==> config.mk <==
export PLATFORM = sky130hd
export DESIGN_NAME = car_motion_ctrl
export DESIGN_NICKNAME = d
export VERILOG_FILES = /design/src/rtl/car_motion_ctrl.sv
export SDC_FILE = /design/constraint.sdc
export NUM_CORES = 1
export LEC_CHECK = 0
export CAP_MARGIN = 20
export CORE_UTILIZATION = 31
export CTS_CLUSTER_SIZE = 20
export DETAILED_ROUTE_END_ITERATION = 10
export HOLD_SLACK_MARGIN = 0.15
export PLACE_DENSITY = 0.7
export SETUP_SLACK_MARGIN = 0.1
export SLEW_MARGIN = 20
export SYNTH_ARGS = -nofsm -noshare
export SYNTH_HDL_FRONTEND = slang
export SYNTH_SLANG_ARGS = --single-unit
==> constraint.sdc <==
create_clock -name clk -period 6.5 [get_ports clk]
set_input_delay 1.3 -clock clk [delete_from_list [all_inputs] [get_ports clk]]
set_output_delay 1.3 -clock clk [all_outputs]
set_load 0.01 [all_outputs]
==> src/rtl/car_motion_ctrl.sv <==
// Sprite motion controller: each frame it advances a bouncing position and writes x0/y0
// into the shared sprite-core slot, otherwise passing CPU traffic through. Option: CAR_ANIM_EN.
module car_motion_ctrl #(
    parameter int unsigned H_LIMIT  = 608,
    parameter int unsigned V_LIMIT  = 448,
    parameter int unsigned ANIM_DIV = 8
) (
    input  logic        clk,
    input  logic        reset,
    input  logic        frame_start,
    input  logic        move_en,
    input  logic [3:0]  speed_x,
    input  logic [3:0]  speed_y,
    input  logic        cpu_cs,
    input  logic        cpu_write,
    input  logic [13:0] cpu_addr,
    input  logic [31:0] cpu_wr_data,
    output logic        cpu_ready,
    output logic        cs,
    output logic        write,
    output logic [13:0] addr,
    output logic [31:0] wr_data,
    output logic [10:0] pos_x,
    output logic [10:0] pos_y,
    output logic        busy
);
    localparam logic [10:0] X_MAX  = 11'(H_LIMIT);
    localparam logic [10:0] Y_MAX  = 11'(V_LIMIT);
    localparam logic [13:0] ADDR_X = 14'h2001;
    localparam logic [13:0] ADDR_Y = 14'h2002;

    typedef enum logic [2:0] {IDLE, CALC, WR_X, WR_Y, WR_CTRL} state_t;

    state_t      state, state_nxt;
    logic        dir_x, dir_y;  // 0 = increasing, 1 = decreasing
    logic [11:0] step_x, step_y;
    logic        cpu_wr_x, cpu_wr_y;

    // Returns {new_dir, new_pos}; bounces off 0 and the limit.
    function automatic logic [11:0] step_axis(input logic [10:0] pos, input logic [3:0] speed,
                                              input logic dir, input logic [10:0] limit);
        logic signed [11:0] nxt;
        nxt = dir ? $signed({1'b0, pos}) - $signed({8'b0, speed})
                  : $signed({1'b0, pos}) + $signed({8'b0, speed});
        if (nxt < 0)
            return {1'b0, 11'd0};
        if (nxt > $signed({1'b0, limit}))
            return {1'b1, limit};
        return {dir, nxt[10:0]};
    endfunction

    function automatic logic [10:0] clamp_axis(input logic [10:0] v, input logic [10:0] limit);
        return (v > limit) ? limit : v;
    endfunction

    assign step_x   = step_axis(pos_x, speed_x, dir_x, X_MAX);
    assign step_y   = step_axis(pos_y, speed_y, dir_y, Y_MAX);
    assign cpu_wr_x = cpu_ready && cpu_cs && cpu_write && (cpu_addr == ADDR_X);
    assign cpu_wr_y = cpu_ready && cpu_cs && cpu_write && (cpu_addr == ADDR_Y);
    assign busy     = (state != IDLE);

`ifdef CAR_ANIM_EN
    localparam int unsigned     FC_W      = (ANIM_DIV > 1) ? $clog2(ANIM_DIV) : 1;
    localparam logic [FC_W-1:0] FC_LAST   = FC_W'(ANIM_DIV - 1);
    localparam logic [13:0]     ADDR_CTRL = 14'h2003;

    logic [FC_W-1:0] frame_cnt;
    logic [1:0]      anim_idx;
    logic            anim_due;

    // The step is counted during CALC so WR_CTRL already carries the advanced index.
    always_ff @(posedge clk or posedge reset) begin
        if (reset) begin
            frame_cnt <= '0;
            anim_idx  <= '0;
            anim_due  <= 1'b0;
        end else if (state == CALC) begin
            if (frame_cnt == FC_LAST) begin
                frame_cnt <= '0;
                anim_idx  <= anim_idx + 2'd1;
                anim_due  <= 1'b1;
            end else begin
                frame_cnt <= frame_cnt + FC_W'(1);
                anim_due  <= 1'b0;
            end
        end
    end
`else
    if (ANIM_DIV == 0) begin : g_anim_div_unused
    end
`endif

    always_ff @(posedge clk or posedge reset) begin
        if (reset) begin
            state <= IDLE;
            pos_x <= '0;
            pos_y <= '0;
            dir_x <= 1'b0;
            dir_y <= 1'b0;
        end else begin
            state <= state_nxt;
            // A CPU write of a coordinate replaces that axis' motion update entirely.
            if (cpu_wr_x)
                pos_x <= clamp_axis(cpu_wr_data[10:0], X_MAX);
            else if (state == CALC)
                {dir_x, pos_x} <= step_x;
            if (cpu_wr_y)
                pos_y <= clamp_axis(cpu_wr_data[10:0], Y_MAX);
            else if (state == CALC)
                {dir_y, pos_y} <= step_y;
        end
    end

    always_comb begin
        state_nxt = state;
        cpu_ready = 1'b0;
        cs        = 1'b0;
        write     = 1'b0;
        addr      = '0;
        wr_data   = '0;
        case (state)
            IDLE: begin
                cpu_ready = 1'b1;
                if (frame_start && move_en)
                    state_nxt = CALC;
            end
            CALC: begin
                cpu_ready = 1'b1;
                state_nxt = WR_X;
            end
            WR_X: begin
                cs        = 1'b1;
                write     = 1'b1;
                addr      = ADDR_X;
                wr_data   = {21'b0, pos_x};
                state_nxt = WR_Y;
            end
            WR_Y: begin
                cs        = 1'b1;
                write     = 1'b1;
                addr      = ADDR_Y;
                wr_data   = {21'b0, pos_y};
`ifdef CAR_ANIM_EN
                state_nxt = anim_due ? WR_CTRL : IDLE;
`else
                state_nxt = IDLE;
`endif
            end
`ifdef CAR_ANIM_EN
            WR_CTRL: begin
                cs        = 1'b1;
                write     = 1'b1;
                addr      = ADDR_CTRL;
                wr_data   = {27'b0, 3'b001, anim_idx};
                state_nxt = IDLE;
            end
`endif
            default: state_nxt = IDLE;
        endcase
        if (cpu_ready && cpu_cs) begin
            cs      = 1'b1;
            write   = cpu_write;
            addr    = cpu_addr;
            wr_data = cpu_wr_data;
        end
        if (reset) begin
            cs      = 1'b0;
            write   = 1'b0;
            addr    = '0;
            wr_data = '0;
        end
    end
endmodule

==> impl_metrics.csv <==
group,metric,value,unit
detailed_routing,dr.pass1.iters,5,
logic_synthesis,synth_nets,505,
finish,nets,629,
detailed_routing,drc,0,
power_and_ir_drop,p_leak,1.971,nW
finish,fin_area,4708,um2
logic_synthesis,synth_top_family_by_area,"compound AO/OA/AOI/OAI gates",
setup_path,r2r_start,"dir_x",
finish,area.growth.synth_to_final,46.59,%
floorplanning,die_h,103.8,um
placement,gp_congestion,0.8849,
flow_run,maxCapViolCount,0,
floorplanning,ios,132,
detailed_routing,ant_nets,0,
logic_synthesis,yosys_warnings,0,
placement,dpl-instance-area,4646,um2
logic_synthesis,synth_fa_ha_area_share,13.32,%
detailed_routing,wire_per_inst,16.10,um
timing,relSlewSlack,39.58,%
logic_synthesis,ys_async_sr_fraction,100.0,%
global_routing,grt_pass1_vias,3515,
power_and_ir_drop,powerDensity,426.5,nW/um2
timing,grt_setup_unrepaired,"false",
logic_synthesis,synth-compound-area-share,28.13,%
logic_synthesis,synth_cell_types,65,
power_and_ir_drop,max-vdd-ir-drop,199.9,uV
logic_synthesis,synth_flop_cell,"dfrtp_1",
clocking,cts_setup_buffers,0,
placement,port-buffer-count,131,
setup_path,end_kind,"flop",
setup_path,critPathRequiredTime,6.71,ns
global_routing,antenna_found_initial,0,
logic_synthesis,syn_area_per_cell,7.796,um2
clocking,clock_sinks,26,
placement,dp_hpwl,9058,um
timing,final_max_slew_viol_count,0,
clocking,cts_inserted_buffers,3,
global_routing,grt-ovfl-total,0,
logic_synthesis,ys_ff_latch,26,
timing,hold_ws,0.5795,ns
global_routing,track_usage,19.90,%
logic_synthesis,synth_seq_area_share,20.26,%
clocking,cts-hold-fix-buffers,0,
timing,setup_viol,0,
logic_synthesis,postSynthCellCount,412,
timing,layout_min_cycle_time,4.633,ns
timing,hold_viol,0,
finish,layout-drive-gt1-share,4.299,%
hold_path,worstHoldPathType,"flop to flop",
clocking,clock_path_buffers,2,
logic_synthesis,yosys.area_share.simple,26.53,%
timing,worst_pin_slew,0.9007,ns
clocking,cts_root_buffer,"clkbuf_8",
logic_synthesis,synth_edf_count,0,
timing,finalClockSkew,0.005350,ns
finish,instances_no_fill,668,
logic_synthesis,muxShareOfSynthArea,2.571,%
finish,diodes,0,
setup_path,cp-startpoint,"speed_x[0]",
placement,dp.cells,664,
floorplanning,die_w,103.8,um
setup_path,start_kind,"primary input",
timing,fin_tns_setup,0,ns
timing,timing.fmax,215.8,MHz
floorplanning,fp.coreArea,9910,um2
logic_synthesis,synth_xor_area_share,4.090,%
setup_path,crit_fanout,5,
logic_synthesis,syn-cell-area,3212,um2
clocking,clkTransAtPathRegs,0.09,ns
power_and_ir_drop,p_total,2.008,mW
global_routing,grt_max_degree,33,
clocking,cts_tree,"yes",
hold_path,hold_start,"pos_y[9]",
clocking,clock_latency,0.27,ns
global_routing,grt_pass1_wl,17750,um
floorplanning,floorplan.initialDensity,32.41,%
detailed_routing,vias,3546,
detailed_routing,vias_per_cell,5.308,
clocking,cts_resized,0,
setup_path,cp.arrival,4.84,ns
floorplanning,rows,36,
timing,timing.final.crit_share,71.28,%
status,status,"complete, no violations",
floorplanning,die-area,10770,um2
setup_path,crit_type,"primary input to flop",
detailed_routing,drtIter0Drc,144,
detailed_routing,wl,10760,um
clocking,cts_max_level,1,
worst max-delay path, cell delays in order:
cell and delay (ns):
clkdlybuf4s50_1 0.51, inv_1 0.06, ha_1 0.28, mux2_2 0.30, fa_1 0.43, nand2b_1 0.19, a211oi_2 0.25, o211ai_1 0.17
or4b_1 0.18, o311ai_0 0.22, a21o_1 0.27, or4_2 0.54, a21oi_1 0.14
worst paths after layout:
path                       endpoint  slack (ns)  cells past startpoint
setup reg to reg           pos_x[2]        3.10                     10
min in group asynchronous  state[0]        1.92                      2
max in group asynchronous  pos_y[9]        4.16                      2
setup / recovery           pos_x[2]        1.87                     13
hold reg to reg            pos_y[9]        0.58                      1
hold / removal             pos_y[9]        0.58                      1
placed cells by master (no fill, tap or decap), types with 3 or more instances in the layout:
| cell type | count |
|---|---|
| a211oi_1 | 14 |
| a21o_1 | 5 |
| a21o_2 | 3 |
| a21oi_1 | 24 |
| a22oi_1 | 20 |
| a31oi_1 | 3 |
| and2_1 | 36 |
| and3_1 | 4 |
| clkbuf_8 | 4 |
| clkdlybuf4s50_1 | 131 |
| dfrtp_1 | 26 |
| ha_1 | 31 |
| inv_1 | 25 |
| mux2i_1 | 6 |
| nand2_1 | 28 |
| nand2b_1 | 7 |
| nand3_1 | 5 |
| nor2_1 | 42 |
| nor2b_1 | 4 |
| nor3_1 | 12 |
| o211ai_1 | 3 |
| o21a_1 | 4 |
| o21ai_0 | 15 |
| o221ai_1 | 3 |
| o311ai_0 | 4 |
| o31ai_1 | 5 |
| or2_2 | 3 |
| or4_1 | 5 |
| xnor2_1 | 9 |
| xor2_1 | 6 |
per-stage QoR:
stage	setup slack [ns]	util [%]
4_1_cts	1.839	47.44
5_1_grt	1.629	47.51
3_5_place_dp	1.556	46.88
6_report	1.867	47.51
3_3_place_gp	1.685	46.88
2_1_floorplan	2.357	-
area by class of cell:
cell class                      instances  area, um2
Sequential cell                        26      650.6
Tap cell                              133      166.4
Inverter                               27      101.3
Timing Repair Buffer                  133       1326
Clock buffer                            4      55.05
Fill cell                             989       5201
Multi-Input combinational cell        345       2409
metal layers:
metal / up-vias / wire (um) / track usage (%)
li1: 1762 / - / -
met1: 1700 / 4890 / 25.57
met2: 76 / 5456 / 36.15
met3: 8 / 281 / 0.8811
met4: 0 / 130 / 5.510
met5: - / 0 / 0
sequential cells by signal, summed over array words and instances (netlist names):
| register | cells |
|---|---|
| pos_x | 11 |
| pos_y | 11 |
| state | 2 |
| dir_x | 1 |
| dir_y | 1 |
cells in the mapped netlist, types with 6 or more instances:
| cell | count | share of area, % |
|---|---|---|
| a211oi_1 | 14 | 3.3 |
| a21oi_1 | 24 | 3.7 |
| a22oi_1 | 20 | 4.7 |
| and2_1 | 36 | 7.0 |
| clkbuf_1 | 11 | 1.3 |
| dfrtp_1 | 26 | 20 |
| ha_1 | 31 | 12 |
| inv_1 | 26 | 3.0 |
| mux2i_1 | 6 | 1.9 |
| nand2_1 | 28 | 3.3 |
| nand2b_1 | 7 | 1.4 |
| nor2_1 | 42 | 4.9 |
| nor3_1 | 12 | 1.9 |
| o21ai_0 | 16 | 2.5 |
| xnor2_1 | 9 | 2.5 |
| xor2_1 | 6 | 1.6 |
cells by family (layout without fill, tap and decap cells):
family	Yosys count	after routing
xor+xnor	15	15
simple gates	161	161
buf+inv	41	164
compound gates	128	128
flops	26	26
fa+ha+maj	33	33
mux	8	8
report_power, final:
part | switching (mW) | total [mW] | internal, mW
Clock | 0.0508 | 0.105 | 0.0542
Combinational | 0.839 | 1.58 | 0.737
Sequential | 0.100 | 0.327 | 0.227
Note: power is estimated with default switching activity, not from simulation.
